[src/rtl/bids22_round_ctrl.sv]
// bids22 round sequencer: unlocks and loads the datapath, runs the bid window,
// then returns one winner/maxBid record through a valid/ready handshake.
module bids22_round_ctrl #(
    parameter int TIMEOUT = 1023
) (
    input  logic        clk,
    input  logic        reset_n,
    input  logic        req_valid,
    output logic        req_ready,
    input  logic [31:0] req_key,
    input  logic [31:0] req_xbal,
    input  logic [31:0] req_ybal,
    input  logic [31:0] req_zbal,
    input  logic [15:0] req_duration,
    output logic [3:0]  C_op,
    output logic [31:0] C_data,
    output logic        C_start,
    input  logic        ready,
    input  logic [2:0]  err,
    input  logic        roundOver,
    input  logic        X_win,
    input  logic        Y_win,
    input  logic        Z_win,
    input  logic [31:0] maxBid,
    output logic        res_valid,
    input  logic        res_ready,
    output logic [1:0]  res_winner,
    output logic [31:0] res_maxbid,
    output logic [2:0]  res_err,
    output logic        res_timeout
);

    localparam logic [3:0] OP_UNLOCK = 4'd1;
    localparam logic [3:0] OP_LOCK   = 4'd2;
    localparam logic [3:0] OP_LOAD_X = 4'd3;
    localparam logic [3:0] OP_LOAD_Y = 4'd4;
    localparam logic [3:0] OP_LOAD_Z = 4'd5;

    localparam int TW = $clog2(TIMEOUT + 1);
    localparam logic [TW-1:0] TLIM = TW'(TIMEOUT - 1);

    typedef enum logic [2:0] {
        S_IDLE,
        S_ISSUE,
        S_CHECK,
        S_OPEN,
        S_WAIT_OVER,
        S_RESULT
    } state_t;

    state_t        r_state;
    state_t        w_next_state;

    logic [2:0]    r_idx;
    logic [31:0]   r_key;
    logic [31:0]   r_xbal;
    logic [31:0]   r_ybal;
    logic [31:0]   r_zbal;
    logic [15:0]   r_dur;
    logic [15:0]   r_cnt;
    logic [TW-1:0] r_tcnt;
    logic [3:0]    r_c_op;
    logic [31:0]   r_c_data;
    logic          r_c_start;
    logic          r_res_valid;
    logic [1:0]    r_res_winner;
    logic [31:0]   r_res_maxbid;
    logic [2:0]    r_res_err;
    logic          r_res_timeout;

    logic          w_accept;
    logic [2:0]    w_idx_nx;
    logic [15:0]   w_cnt_nx;
    logic [TW-1:0] w_tcnt_nx;
    logic [3:0]    w_c_op_nx;
    logic [31:0]   w_c_data_nx;
    logic          w_c_start_nx;
    logic          w_res_valid_nx;
    logic [1:0]    w_res_winner_nx;
    logic [31:0]   w_res_maxbid_nx;
    logic [2:0]    w_res_err_nx;
    logic          w_res_timeout_nx;
    logic [3:0]    w_op;
    logic [31:0]   w_opdata;
    logic [1:0]    w_win;

    assign req_ready   = (r_state == S_IDLE);
    assign C_op        = r_c_op;
    assign C_data      = r_c_data;
    assign C_start     = r_c_start;
    assign res_valid   = r_res_valid;
    assign res_winner  = r_res_winner;
    assign res_maxbid  = r_res_maxbid;
    assign res_err     = r_res_err;
    assign res_timeout = r_res_timeout;

    assign w_win = X_win ? 2'd1 :
                   Y_win ? 2'd2 :
                   Z_win ? 2'd3 : 2'd0;

    // Op code and operand for the current position in the config sequence.
    always_comb begin
        w_op     = OP_LOCK;
        w_opdata = r_key;
        unique case (r_idx)
            3'd0: begin
                w_op     = OP_UNLOCK;
                w_opdata = r_key;
            end
            3'd1: begin
                w_op     = OP_LOAD_X;
                w_opdata = r_xbal;
            end
            3'd2: begin
                w_op     = OP_LOAD_Y;
                w_opdata = r_ybal;
            end
            3'd3: begin
                w_op     = OP_LOAD_Z;
                w_opdata = r_zbal;
            end
            default: begin
                w_op     = OP_LOCK;
                w_opdata = r_key;
            end
        endcase
    end

    // Next state and next values of every registered output.
    always_comb begin
        w_next_state     = r_state;
        w_accept         = 1'b0;
        w_idx_nx         = r_idx;
        w_cnt_nx         = r_cnt;
        w_tcnt_nx        = r_tcnt;
        w_c_op_nx        = 4'd0;
        w_c_data_nx      = 32'd0;
        w_c_start_nx     = 1'b0;
        w_res_valid_nx   = r_res_valid;
        w_res_winner_nx  = r_res_winner;
        w_res_maxbid_nx  = r_res_maxbid;
        w_res_err_nx     = r_res_err;
        w_res_timeout_nx = r_res_timeout;
        unique case (r_state)
            S_IDLE: begin
                if (req_valid) begin
                    w_accept         = 1'b1;
                    w_next_state     = S_ISSUE;
                    w_idx_nx         = 3'd0;
                    w_res_winner_nx  = 2'd0;
                    w_res_maxbid_nx  = 32'd0;
                    w_res_err_nx     = 3'd0;
                    w_res_timeout_nx = 1'b0;
                end
            end
            S_ISSUE: begin
                if (ready) begin
                    w_c_op_nx    = w_op;
                    w_c_data_nx  = w_opdata;
                    w_next_state = S_CHECK;
                end else if (r_tcnt == TLIM) begin
                    w_res_timeout_nx = 1'b1;
                    w_next_state     = S_RESULT;
                end else begin
                    w_tcnt_nx = r_tcnt + 1'b1;
                end
            end
            S_CHECK: begin
                if (err != 3'd0) begin
                    w_res_err_nx = err;
                    w_next_state = S_RESULT;
                end else if (r_idx == 3'd4) begin
                    w_cnt_nx     = (r_dur == 16'd0) ? 16'd1 : r_dur;
                    w_next_state = S_OPEN;
                end else begin
                    w_idx_nx     = r_idx + 3'd1;
                    w_next_state = S_ISSUE;
                end
            end
            S_OPEN: begin
                if (r_cnt != 16'd0) begin
                    w_c_start_nx = 1'b1;
                    w_cnt_nx     = r_cnt - 16'd1;
                end else begin
                    w_next_state = S_WAIT_OVER;
                end
            end
            S_WAIT_OVER: begin
                if (roundOver) begin
                    w_res_winner_nx = w_win;
                    w_res_maxbid_nx = maxBid;
                    w_next_state    = S_RESULT;
                end else if (r_tcnt == TLIM) begin
                    w_res_timeout_nx = 1'b1;
                    w_next_state     = S_RESULT;
                end else begin
                    w_tcnt_nx = r_tcnt + 1'b1;
                end
            end
            S_RESULT: begin
                if (r_res_valid && res_ready) begin
                    w_res_valid_nx = 1'b0;
                    w_next_state   = S_IDLE;
                end else begin
                    w_res_valid_nx = 1'b1;
                end
            end
            default: begin
                w_next_state = S_IDLE;
            end
        endcase
        if (w_next_state != r_state) begin
            w_tcnt_nx = '0;
        end
    end

    // State register.
    always_ff @(posedge clk or negedge reset_n) begin
        if (!reset_n) begin
            r_state <= S_IDLE;
        end else begin
            r_state <= w_next_state;
        end
    end

    // Request capture, counters and registered outputs.
    always_ff @(posedge clk or negedge reset_n) begin
        if (!reset_n) begin
            r_idx         <= 3'd0;
            r_key         <= 32'd0;
            r_xbal        <= 32'd0;
            r_ybal        <= 32'd0;
            r_zbal        <= 32'd0;
            r_dur         <= 16'd0;
            r_cnt         <= 16'd0;
            r_tcnt        <= '0;
            r_c_op        <= 4'd0;
            r_c_data      <= 32'd0;
            r_c_start     <= 1'b0;
            r_res_valid   <= 1'b0;
            r_res_winner  <= 2'd0;
            r_res_maxbid  <= 32'd0;
            r_res_err     <= 3'd0;
            r_res_timeout <= 1'b0;
        end else begin
            if (w_accept) begin
                r_key  <= req_key;
                r_xbal <= req_xbal;
                r_ybal <= req_ybal;
                r_zbal <= req_zbal;
                r_dur  <= req_duration;
            end
            r_idx         <= w_idx_nx;
            r_cnt         <= w_cnt_nx;
            r_tcnt        <= w_tcnt_nx;
            r_c_op        <= w_c_op_nx;
            r_c_data      <= w_c_data_nx;
            r_c_start     <= w_c_start_nx;
            r_res_valid   <= w_res_valid_nx;
            r_res_winner  <= w_res_winner_nx;
            r_res_maxbid  <= w_res_maxbid_nx;
            r_res_err     <= w_res_err_nx;
            r_res_timeout <= w_res_timeout_nx;
        end
    end

endmodule
[config.mk]
export PLATFORM = sky130hd
export DESIGN_NAME = bids22_round_ctrl
export DESIGN_NICKNAME = d
export VERILOG_FILES = /design/src/rtl/bids22_round_ctrl.sv
export SDC_FILE = /design/constraint.sdc
export NUM_CORES = 1
export LEC_CHECK = 0
export ABC_AREA = 1
export BUFFER_PORTS_ARGS = -buffer_cell sky130_fd_sc_hd__buf_2
export CAP_MARGIN = 20
export CORE_ASPECT_RATIO = 0.9
export CORE_UTILIZATION = 58
export CTS_CLUSTER_SIZE = 16
export DETAILED_ROUTE_END_ITERATION = 10
export MAX_ROUTING_LAYER = met4
export PLACE_DENSITY = 0.86
export SLEW_MARGIN = 0
export SYNTH_ARGS = -nofsm -noshare
export SYNTH_HDL_FRONTEND = slang
export SYNTH_SLANG_ARGS = --single-unit
[constraint.sdc]
create_clock -name clk -period 4.4 [get_ports clk]
set_input_delay 0.22 -clock clk [delete_from_list [all_inputs] [get_ports clk]]
set_output_delay 0.22 -clock clk [all_outputs]
set_load 0.01 [all_outputs]
==> results of run 1 <==
-- worst max path at each step --
stage / cells past startpoint / slack (ps) / endpoint / from
6_report: 5 / 1350 / res_winner[1] / r_state[0]
5_1_grt: 5 / 1080 / res_winner[1] / r_state[0]
4_1_cts: 5 / 1390 / res_winner[1] / r_state[0]
3_5_place_dp: 5 / 1410 / res_winner[1] / r_state[0]
3_3_place_gp: 5 / 1500 / res_winner[1] / r_state[0]
2_1_floorplan: 9 / 2750 / C_data[0] / r_idx[0]
-- power groups by stage --
| stage | Sequential [mW] | Clock, mW | Combinational, mW |
|---|---|---|---|
| 3_5_place_dp | 3.75 | 0 | 2.98 |
| 5_1_grt | 3.87 | 2.18 | 3.68 |
| 3_3_place_gp | 3.73 | 0 | 2.83 |
| 2_1_floorplan | 3.71 | 0 | 2.02 |
| 4_1_cts | 3.72 | 2.07 | 3.13 |
| 6_report | 3.79 | 2.07 | 3.30 |
-- per-layer routing --
| metal | up-vias | wire, um |
|---|---|---|
| met4 | 0 | 2112 |
| met3 | 190 | 2948 |
| met5 | - | 0 |
| li1 | 5034 | - |
| met2 | 732 | 17660 |
| met1 | 5270 | 13010 |
-- cells by family after synthesis --
family,count (synthesis),share of synthesized area
and+or+nand+nor,843,0.3124
xor gates and xnor gates,13,0.01044
other,1,0.0003438
buffers and inverters,119,0.04336
AOI/OAI and AO/OA,96,0.04841
DFF,251,0.5759
adders and majority gates,8,0.009178
-- layout make-up --
cell class | instances | area (um^2)
inverter | 52 | 197.7
sequential | 251 | 6281
tap | 245 | 306.5
antenna | 3 | 7.507
multi-input combinational | 961 | 4168
fill | 1056 | 3422
clock buffer | 37 | 720.7
timing repair buffer | 454 | 3251
clock inverter | 5 | 52.55
-- cells in the final DEF, fill, tap and decap left out, types with 5 or more instances in the layout --
master and count:
nand2_1 637, buf_2 262, dfrtp_1 251, dlygate4sd3_1 178, nand3_1 86, nor2_1 58, inv_1 44, a21oi_1 42
nor3_1 39, o21ai_0 38, clkbuf_16 25, xor2_1 12, nand4_1 10, buf_4 10, ha_1 7, clkbuf_1 7
inv_2 5, clkbuf_8 5
-- metrics by stage --
stage	power, mW	setup WS (ps)	hold WS [ps]	utilization	cell area, um^2
6_report	9.160	1355	21.76	0.8141	14980
5_1_grt	9.724	1079	24.86	0.8139	14980
4_1_cts	8.926	1389	5.948	0.8137	14980
3_5_place_dp	6.728	1408	347.3	0.6749	12420
3_3_place_gp	6.564	1498	348.1	0.6734	12390
2_1_floorplan	5.740	2755	-75.59	-	10910
-- worst register-to-register path, delay by kind of cell (launching register included) --
| kind | cells | cell delay (ps) |
|---|---|---|
| and+or+nand+nor | 3 | 1090 |
| AOI/OAI and AO/OA | 1 | 550 |
| DFF | 1 | 470 |
| buffers and inverters | 1 | 800 |
-- state kept, by name, indices dropped and copies added (netlist names), 10 cells and up --
name / flops
r_dur: 16
r_tcnt: 10
r_ybal: 32
r_zbal: 32
res_maxbid: 32
r_cnt: 16
C_data: 32
r_xbal: 32
r_key: 32
-- what timing repair did --
item / CTS / global route
buffers inserted: 0 / 0
endpoints found under the hold margin: 292 / 0
hold buffers: 178 / 0
gates resized for setup: 0 / 0
==> reports/qor.yml, run 1 <==
status:
  outcome: "finished, final reports clean"
floorplanning:
  initial_utilization: 0.5925
  io_pins: 265
  rows: 47
  dieWidth_um: 146.5
  die-area_mm2: 0.01936
  fp.dieH_um: 132.1
  coreArea_mm2: 0.01841
synth:
  synth_area_leaders: "dfrtp_1, nand2_1, nand3_1"
  synth_seq_area_share: 0.5759
  synth_top_area_share: 0.5759
  synth_edf_count: 0
  syn_inst: 1331
  synth.most_common_cell: "nand2_1"
  syn_nets: 1527
  netlist_area_mm2: 0.01091
  synth.largest_area_cell: "dfrtp_1"
  ys.warnings.count: 0
  avgSynthCellArea_um2: 8.194
  synth_flop_cell: "dfrtp_1"
  async_reset_ff_frac: 1.000
  synth-seq-cells: 251
  ys_types: 38
  synth_common_cells: "nand2_1, dfrtp_1, nand3_1"
clocking:
  cts_tree: "done"
  path_clk_slew_ps: 60
  insertion_delay_ps: 520
  clock_path_buffers: 3
  htreeDepth: 1
  numCtsBuffers: 25
  root_buffer: "clkbuf_16"
  cts.sinks: 251
cells_and_area:
  layout-drive-gt1-share: 0.1858
  syn_to_final_growth_pct: 37.39
  nNetsFinal: 1941
  final_cells: 2008
flow_run:
  cap_violations: 0
place:
  place_congestion: 0.8823
  io_buffers: 263
  place.detailed.hpwl_mm: 18.85
  dpl.cell_count: 1785
setup_path:
  critPathLaunchType: "register"
  critPathKind: "register to register"
  crit_path_end_kind: "register"
  max_stage_delay_ps: 800
  r2r_end: "res_winner[1]"
  regToRegSetupSlack_ps: 1350
  path_cells: "nor2_4 -> nand3_4 -> nand2_1 -> clkinv_1 -> o41ai_1"
  cp.arrival_ps: 3420
  cp_max_fo: 63
  reg2reg_depth: 5
  worst_path_max_delay_cell: "clkinv_1"
  rr_startpoint: "r_state[0]"
  cp.required_ps: 4780
  crit_buf_inv: 1
  cpLargestDelayFamily: "simple AND/OR/NAND/NOR gates"
worst_hold_path:
  hold-path-endpoint: "res_maxbid[30]"
  holdPathStages: 3
  hold_path.class: "primary input to register"
  min_from: "maxBid[30]"
power_and_ir_drop:
  sw_frac_of_total: 0.3980
  power_frac_comb: 0.360
  power.switching_mw: 3.645
  power_leakage_nw: 8.038
  seqPwrFrac: 0.414
  peakVddDrop_uv: 386.2
  pwr-share-clk: 0.226
  power_density_mw_per_mm2: 611.3
  p_int_mw: 5.514
sta:
  min_period_over_period: 0.6922
  worst_slew_pin_slew_ps: 984.8
  period_minus_slack_ps: 3045
  fin_tns_setup_ps: 0
  hold_violations: 0
  finalMaxSlewViolations: 0
  fmax_mhz: 328.4
  setup_viol: 0
  fin_worst_skew_ps: 24.06
  rsz0062_at_grt: "no"
  slew_headroom: 0.3394
drt:
  dr.pass1.iters: 7
  final_antenna_net_count: 0
  vias_per_cell: 5.591
  vias: 11230
  post_drt_wl_per_cell_um: 17.79
  drc: 0
  initialDrtViolationCount: 1025
  routed_wl_mm: 35.73
global_routing:
  grt_pass1_wl_mm: 57.20
  antenna_found_initial: 2
  gr-usage-met3: 0.06678
  gr-total-overflow: 0
  grt_usage: 0.3866
  grt_use_met2: 0.6479
  grt_use_met1: 0.4415
  grt_max_degree: 118
  grt-busiest-layer: "met2"
  grt_pass1_vias: 11540
Power figures use the tool's default switching activity.
==> inputs of run 2 (changes only) <==
--- a/config.mk
+++ b/config.mk
@@ -5,15 +5,15 @@
 export SDC_FILE = /design/constraint.sdc
 export NUM_CORES = 1
 export LEC_CHECK = 0
-export ABC_AREA = 1
+export ABC_AREA = 0
 export BUFFER_PORTS_ARGS = -buffer_cell sky130_fd_sc_hd__buf_2
 export CAP_MARGIN = 20
 export CORE_ASPECT_RATIO = 0.9
-export CORE_UTILIZATION = 58
+export CORE_UTILIZATION = 48
 export CTS_CLUSTER_SIZE = 16
 export DETAILED_ROUTE_END_ITERATION = 10
 export MAX_ROUTING_LAYER = met4
-export PLACE_DENSITY = 0.86
+export PLACE_DENSITY = 0.76
 export SLEW_MARGIN = 0
 export SYNTH_ARGS = -nofsm -noshare
 export SYNTH_HDL_FRONTEND = slang
==> constraint.sdc (replaced) <==
create_clock -name clk -period 2.7 [get_ports clk]
set_input_delay 0.135 -clock clk [delete_from_list [all_inputs] [get_ports clk]]
set_output_delay 0.135 -clock clk [all_outputs]
set_load 0.01 [all_outputs]
==> run 2 against run 1 <==
Synthesized area fell by 0.99%. Sequential power rose by 71%. Largest cell class unchanged. Fmax rose by 28%. Die area rose by 19%. Highest routed layer unchanged. Via count fell by 21%. First-iteration DRC count fell by 37%. Critical path depth did not move.
==> reports/qor.yml, run 2 <==
synth:
  yosys.area_share.xor_xnor: 0.007299
  synth-compound-area-share: 0.09640
  ys.warnings.count: 0
  synth.largest_area_cell: "dfrtp_1"
  syn_nets: 1082
  synth_edf_count: 0
  synth_common_cells: "dfrtp_1, mux2_2, nand2_1"
  netlist_area_mm2: 0.01080
  synthAdderAreaFrac: 0.009269
  synth_area_leaders: "dfrtp_1, mux2_2, nand2_1"
  synth-seq-cells: 251
  synth_top_area_share: 0.5816
  ys_types: 63
  synth-simple-area-share: 0.1175
  synth_flop_cell: "dfrtp_1"
  avgSynthCellArea_um2: 12.19
  synth_top_family_by_area: "multiplexers"
  synth_seq_area_share: 0.5816
  async_reset_ff_frac: 1.000
  syn_inst: 886
  muxShareOfSynthArea: 0.1542
  synth.most_common_cell: "dfrtp_1"
place:
  place.detailed.hpwl_mm: 17.66
  place_congestion: 0.8752
  io_buffers: 263
  postPlaceCellArea_mm2: 0.01241
  dpl.cell_count: 1401
  pre_cts_ws_ps: 356.9
cells_and_area:
  final_cells: 1637
  register_area_mm2: 0.006281
  nNetsFinal: 1518
  fin_area_mm2: 0.01518
  layout-drive-gt1-share: 0.3756
  syn_to_final_growth_pct: 40.55
  layout_common_cells: "buf_2, dfrtp_1, dlygate4sd3_1"
  final_util: 0.6955
  layout_commonest_cell: "buf_2"
  multiInputGateArea_mm2: 0.004190
  n_fill_cell: 1496
drt:
  final_antenna_net_count: 0
  dr.pass1.iters: 7
  vias: 8921
  wl_met1_mm: 12.44
  post_drt_wl_per_cell_um: 18.75
  top_layer_used: "met4"
  wl_met3_mm: 2.100
  drc: 0
  routed_wl_mm: 30.70
  initialDrtViolationCount: 649
  wl_met2_mm: 15.47
  vias_per_cell: 5.450
power_and_ir_drop:
  power_density_mw_per_mm2: 1009
  power_leakage_nw: 7.088
  peakVddDrop_uv: 765.5
setup_path:
  cp.required_ps: 3120
  critPathLaunchType: "register"
  reg2reg_depth: 5
  cp.arrival_ps: 2800
  cp_max_fo: 17
  crit_path_end_kind: "register"
  critPathKind: "register to register"
worst_hold_path:
  holdPathStages: 3
  hold_path.class: "primary input to register"
global_routing:
  grt_max_degree: 92
  antenna_found_initial: 2
  grt_usage: 0.2745
  grt_pass1_wl_mm: 48.68
  grt_pass1_vias: 9271
  gr-total-overflow: 0
sta:
  setup_viol: 0
  min_period_over_period: 0.8837
  slew_headroom: 0.5556
  period_minus_slack_ps: 2386
  finalMaxSlewViolations: 0
  fin_tns_setup_ps: 0
  rsz0062_at_grt: "no"
  hold_violations: 0
  fin_worst_skew_ps: 16.35
  fmax_mhz: 419.1
  worst_slew_pin_slew_ps: 665.1
  setup_ws_ps: 314.0
floorplanning:
  die-area_mm2: 0.02310
  coreArea_mm2: 0.02182
  initial_utilization: 0.4948
  io_pins: 265
  fp.dieH_um: 144.3
  dieWidth_um: 160.1
  rows: 51
clocking:
  insertion_delay_ps: 530
  cts_resized: 0
  clock_path_buffers: 3
  numCtsBuffers: 26
  cts_tree: "done"
  cts.sinks: 251
  post_cts_buffers: 0
  path_clk_slew_ps: 60
  htreeDepth: 1
  root_buffer: "clkbuf_16"
flow_run:
  cap_violations: 0
status:
  outcome: "finished, final reports clean"
==> run 2: cell families after synthesis <==
| family | Yosys count |
|---|---|
| AND/OR/NAND/NOR | 253 |
| flip-flops | 251 |
| multiplexers | 148 |
| AO/OA/AOI/OAI | 145 |
| buffers and inverters | 71 |
| XOR/XNOR | 9 |
| adder cells (fa/ha/maj) | 8 |
| other | 1 |
==> run 2: timing repair <==
item	CTS	global route
setup endpoints to repair	0	0
hold endpoints to repair	249	0
hold buffers	184	0
==> run 2: routing by layer <==
metal / vias to the layer above / global-route usage
met5: - / -
met4: 0 / 0.07368
met3: 53 / 0.05363
met2: 366 / 0.4627
met1: 4428 / 0.3405
li1: 4074 / -
==> run 2: report_power, final <==
part | internal (mW) | switching, mW
logic | 2.50 | 2.56
registers | 5.36 | 1.13
clock network | 2.28 | 1.49
==> run 2: path summary, 6_finish.rpt <==
check	slack, ps	from	end
min	50	req_valid	res_timeout
min in group asynchronous	190	reset_n	C_data[29]
max in group asynchronous	1750	reset_n	res_maxbid[6]
max reg2reg	310	r_state[0]	r_cnt[0]
min reg2reg	460	res_maxbid[30]	res_maxbid[30]
max	310	r_state[0]	r_cnt[0]
==> run 2: worst max-delay path: stages (launching register included) <==
cell and delay (ps):
dfrtp_1 730, inv_2 100, or3_1 590, o21ai_4 490, o21ai_0 160, a21o_1 200
==> run 2: area by class of cell <==
type,instances,area share
tap,291,0.02399
multi-input combinational,564,0.2761
antenna,4,0.0006595
clock buffer,40,0.05160
clock inverter,8,0.008491
sequential,251,0.4138
inverter,10,0.002473
timing repair buffer,469,0.2229
==> run 2: per-stage QoR <==
step	hold slack, ps	power, mW
6_report	53.37	15.32
5_1_grt	62.41	16.17
4_1_cts	22.89	15.17
3_5_place_dp	151.2	11.19
3_3_place_gp	151.8	10.97
2_1_floorplan	-160.6	9.704
==> inputs of run 3 (changes only) <==
--- a/config.mk
+++ b/config.mk
@@ -9,11 +9,11 @@
 export BUFFER_PORTS_ARGS = -buffer_cell sky130_fd_sc_hd__buf_2
 export CAP_MARGIN = 20
 export CORE_ASPECT_RATIO = 0.9
-export CORE_UTILIZATION = 48
+export CORE_UTILIZATION = 54
 export CTS_CLUSTER_SIZE = 16
 export DETAILED_ROUTE_END_ITERATION = 10
 export MAX_ROUTING_LAYER = met4
-export PLACE_DENSITY = 0.76
+export PLACE_DENSITY = 0.81
 export SLEW_MARGIN = 0
 export SYNTH_ARGS = -nofsm -noshare
 export SYNTH_HDL_FRONTEND = slang
==> constraint.sdc (replaced) <==
create_clock -name clk -period 2.3 [get_ports clk]
set_input_delay 0.115 -clock clk [delete_from_list [all_inputs] [get_ports clk]]
set_output_delay 0.115 -clock clk [all_outputs]
set_load 0.01 [all_outputs]
==> run 3 against run 2 <==
Cell count down 2.0%. Die area down 11%. Critical path type unchanged. Sequential share of layout area down 0.17 points. Via count up 3.8%. Highest routed layer unchanged. Largest power group unchanged. Clock-buffer cell count down 3.
==> reports/qor.yml, run 3 (same netlist as run 2, synthesis figures left out) <==
sta:
  fin_worst_skew_ps: 8.035
  setup_viol: 0
  slew_headroom: 0.2788
  finalMaxSlewViolations: 0
  fin_tns_setup_ps: 0
  min_period_over_period: 0.9413
  hold_violations: 0
  period_minus_slack_ps: 2165
  fmax_mhz: 461.9
  worst_slew_pin_slew_ps: 1077
  rsz0062_at_grt: "no"
clocking:
  root_buffer: "clkbuf_16"
  path_clk_slew_ps: 60
  htreeDepth: 1
  numCtsBuffers: 26
  insertion_delay_ps: 530
  clock_path_buffers: 3
  cts.sinks: 251
  cts_tree: "done"
  post_cts_buffers: 0
setup_path:
  cp.required_ps: 2750
  worst_path_max_delay_cell: "nor2b_2"
  max_stage_delay_ps: 900
  crit_path_end_kind: "register"
  cp_max_fo: 17
  critPathLaunchType: "register"
  critPathKind: "register to register"
  cp.arrival_ps: 2610
  path_cells: "inv_1 -> ha_1 -> nor2b_2 -> a222oi_1 -> a21oi_1"
floorplanning:
  coreArea_mm2: 0.01940
  dieWidth_um: 151.1
  fp.dieH_um: 136.2
  initial_utilization: 0.5567
  io_pins: 265
  rows: 48
  die-area_mm2: 0.02057
global_routing:
  antenna_found_initial: 2
  grt_max_degree: 84
  grt_pass1_wl_mm: 49.92
  grt_pass1_vias: 9654
  grt_usage: 0.3283
  gr-total-overflow: 0
flow_run:
  cap_violations: 0
drt:
  dr.pass1.iters: 7
  final_antenna_net_count: 0
  post_drt_wl_per_cell_um: 20.44
  drc: 0
  initialDrtViolationCount: 714
  routed_wl_mm: 32.79
  vias: 9260
  vias_per_cell: 5.773
cells_and_area:
  layout-drive-gt1-share: 0.3827
  layout_common_cells: "buf_2, dfrtp_1, dlygate4sd3_1"
  layout_commonest_cell: "buf_2"
  syn_to_final_growth_pct: 41.14
  nNetsFinal: 1527
place:
  place.detailed.hpwl_mm: 17.94
  io_buffers: 263
  place_congestion: 0.8845
status:
  outcome: "finished, final reports clean"
worst_hold_path:
  hold_path.class: "primary input to register"
power_and_ir_drop:
  power_density_mw_per_mm2: 1204
  finalPower_mw: 18.34
  power_leakage_nw: 7.151
  peakVddDrop_uv: 816.7
==> run 3: layout make-up <==
| class | instances | area, um^2 |
|---|---|---|
| flip-flops and latches | 251 | 6281 |
| clock inverters | 11 | 163.9 |
| multi-input cells | 565 | 4200 |
| clock buffers | 37 | 763.2 |
| repair buffers | 477 | 3476 |
| diodes | 3 | 7.507 |
| inverters | 10 | 37.54 |
| fillers | 1139 | 4156 |
| well taps | 250 | 312.8 |
==> run 3: path summary, 6_finish.rpt <==
check                                   start       endpoint  slack, ps  cells past startpoint
min in group asynchronous             reset_n       r_cnt[5]        160                      2
worst max register to register       r_idx[1]     C_data[18]        130                      5
worst min register to register  res_maxbid[8]  res_maxbid[8]        460                      2
max in group asynchronous             reset_n     r_ybal[10]       1360                      3
worst max-delay path                 r_idx[1]     C_data[18]        130                      5
worst min-delay path                    Z_win  res_winner[1]         30                      5
==> run 3: stage by stage <==
stage | worst slack [ps] | instances | hold slack (ps) | util | area (um^2)
final | 134.9 | 1604 | 28.18 | 0.7857 | 15240
after global routing | 29.47 | 1604 | 82.29 | 0.7857 | 15240
after CTS | 33.49 | 1600 | 7.495 | 0.7848 | 15220
after detailed placement | 58.80 | 1370 | 174.4 | 0.6431 | 12480
after global placement | 164.0 | 1370 | 167.2 | 0.6431 | 12480
after floorplan | 315.6 | 886 | -180.6 | - | 10800
==> run 3: per-layer routing <==
metal	track usage	share of wire	up-vias
met5	-	0	-
met4	0.1394	0.041	0
met3	0.06242	0.071	114
met2	0.5543	0.51	452
met1	0.3838	0.38	4595
li1	-	-	4099
==> run 3: critical path, delay by kind of cell (launching register included) <==
family | cells | cell delay, ps
adder cells (fa/ha/maj) | 1 | 240
flip-flops | 1 | 400
buffers and inverters | 1 | 110
AND/OR/NAND/NOR | 1 | 900
AO/OA/AOI/OAI | 2 | 440
==> run 3: timing repair <==
item                                    in CTS  in global routing
endpoints found under the hold margin      258                  0
endpoints found under the setup margin       0                 38
hold buffers                               182                  0
gates resized for setup                      0                  1
==> run 3: power by group <==
part	switching, mW	internal, mW	total (mW)
Sequential	1.34	6.29	7.63
Clock	1.77	2.76	4.53
Combinational	3.17	3.01	6.18
Total	6.28	12.1	18.3
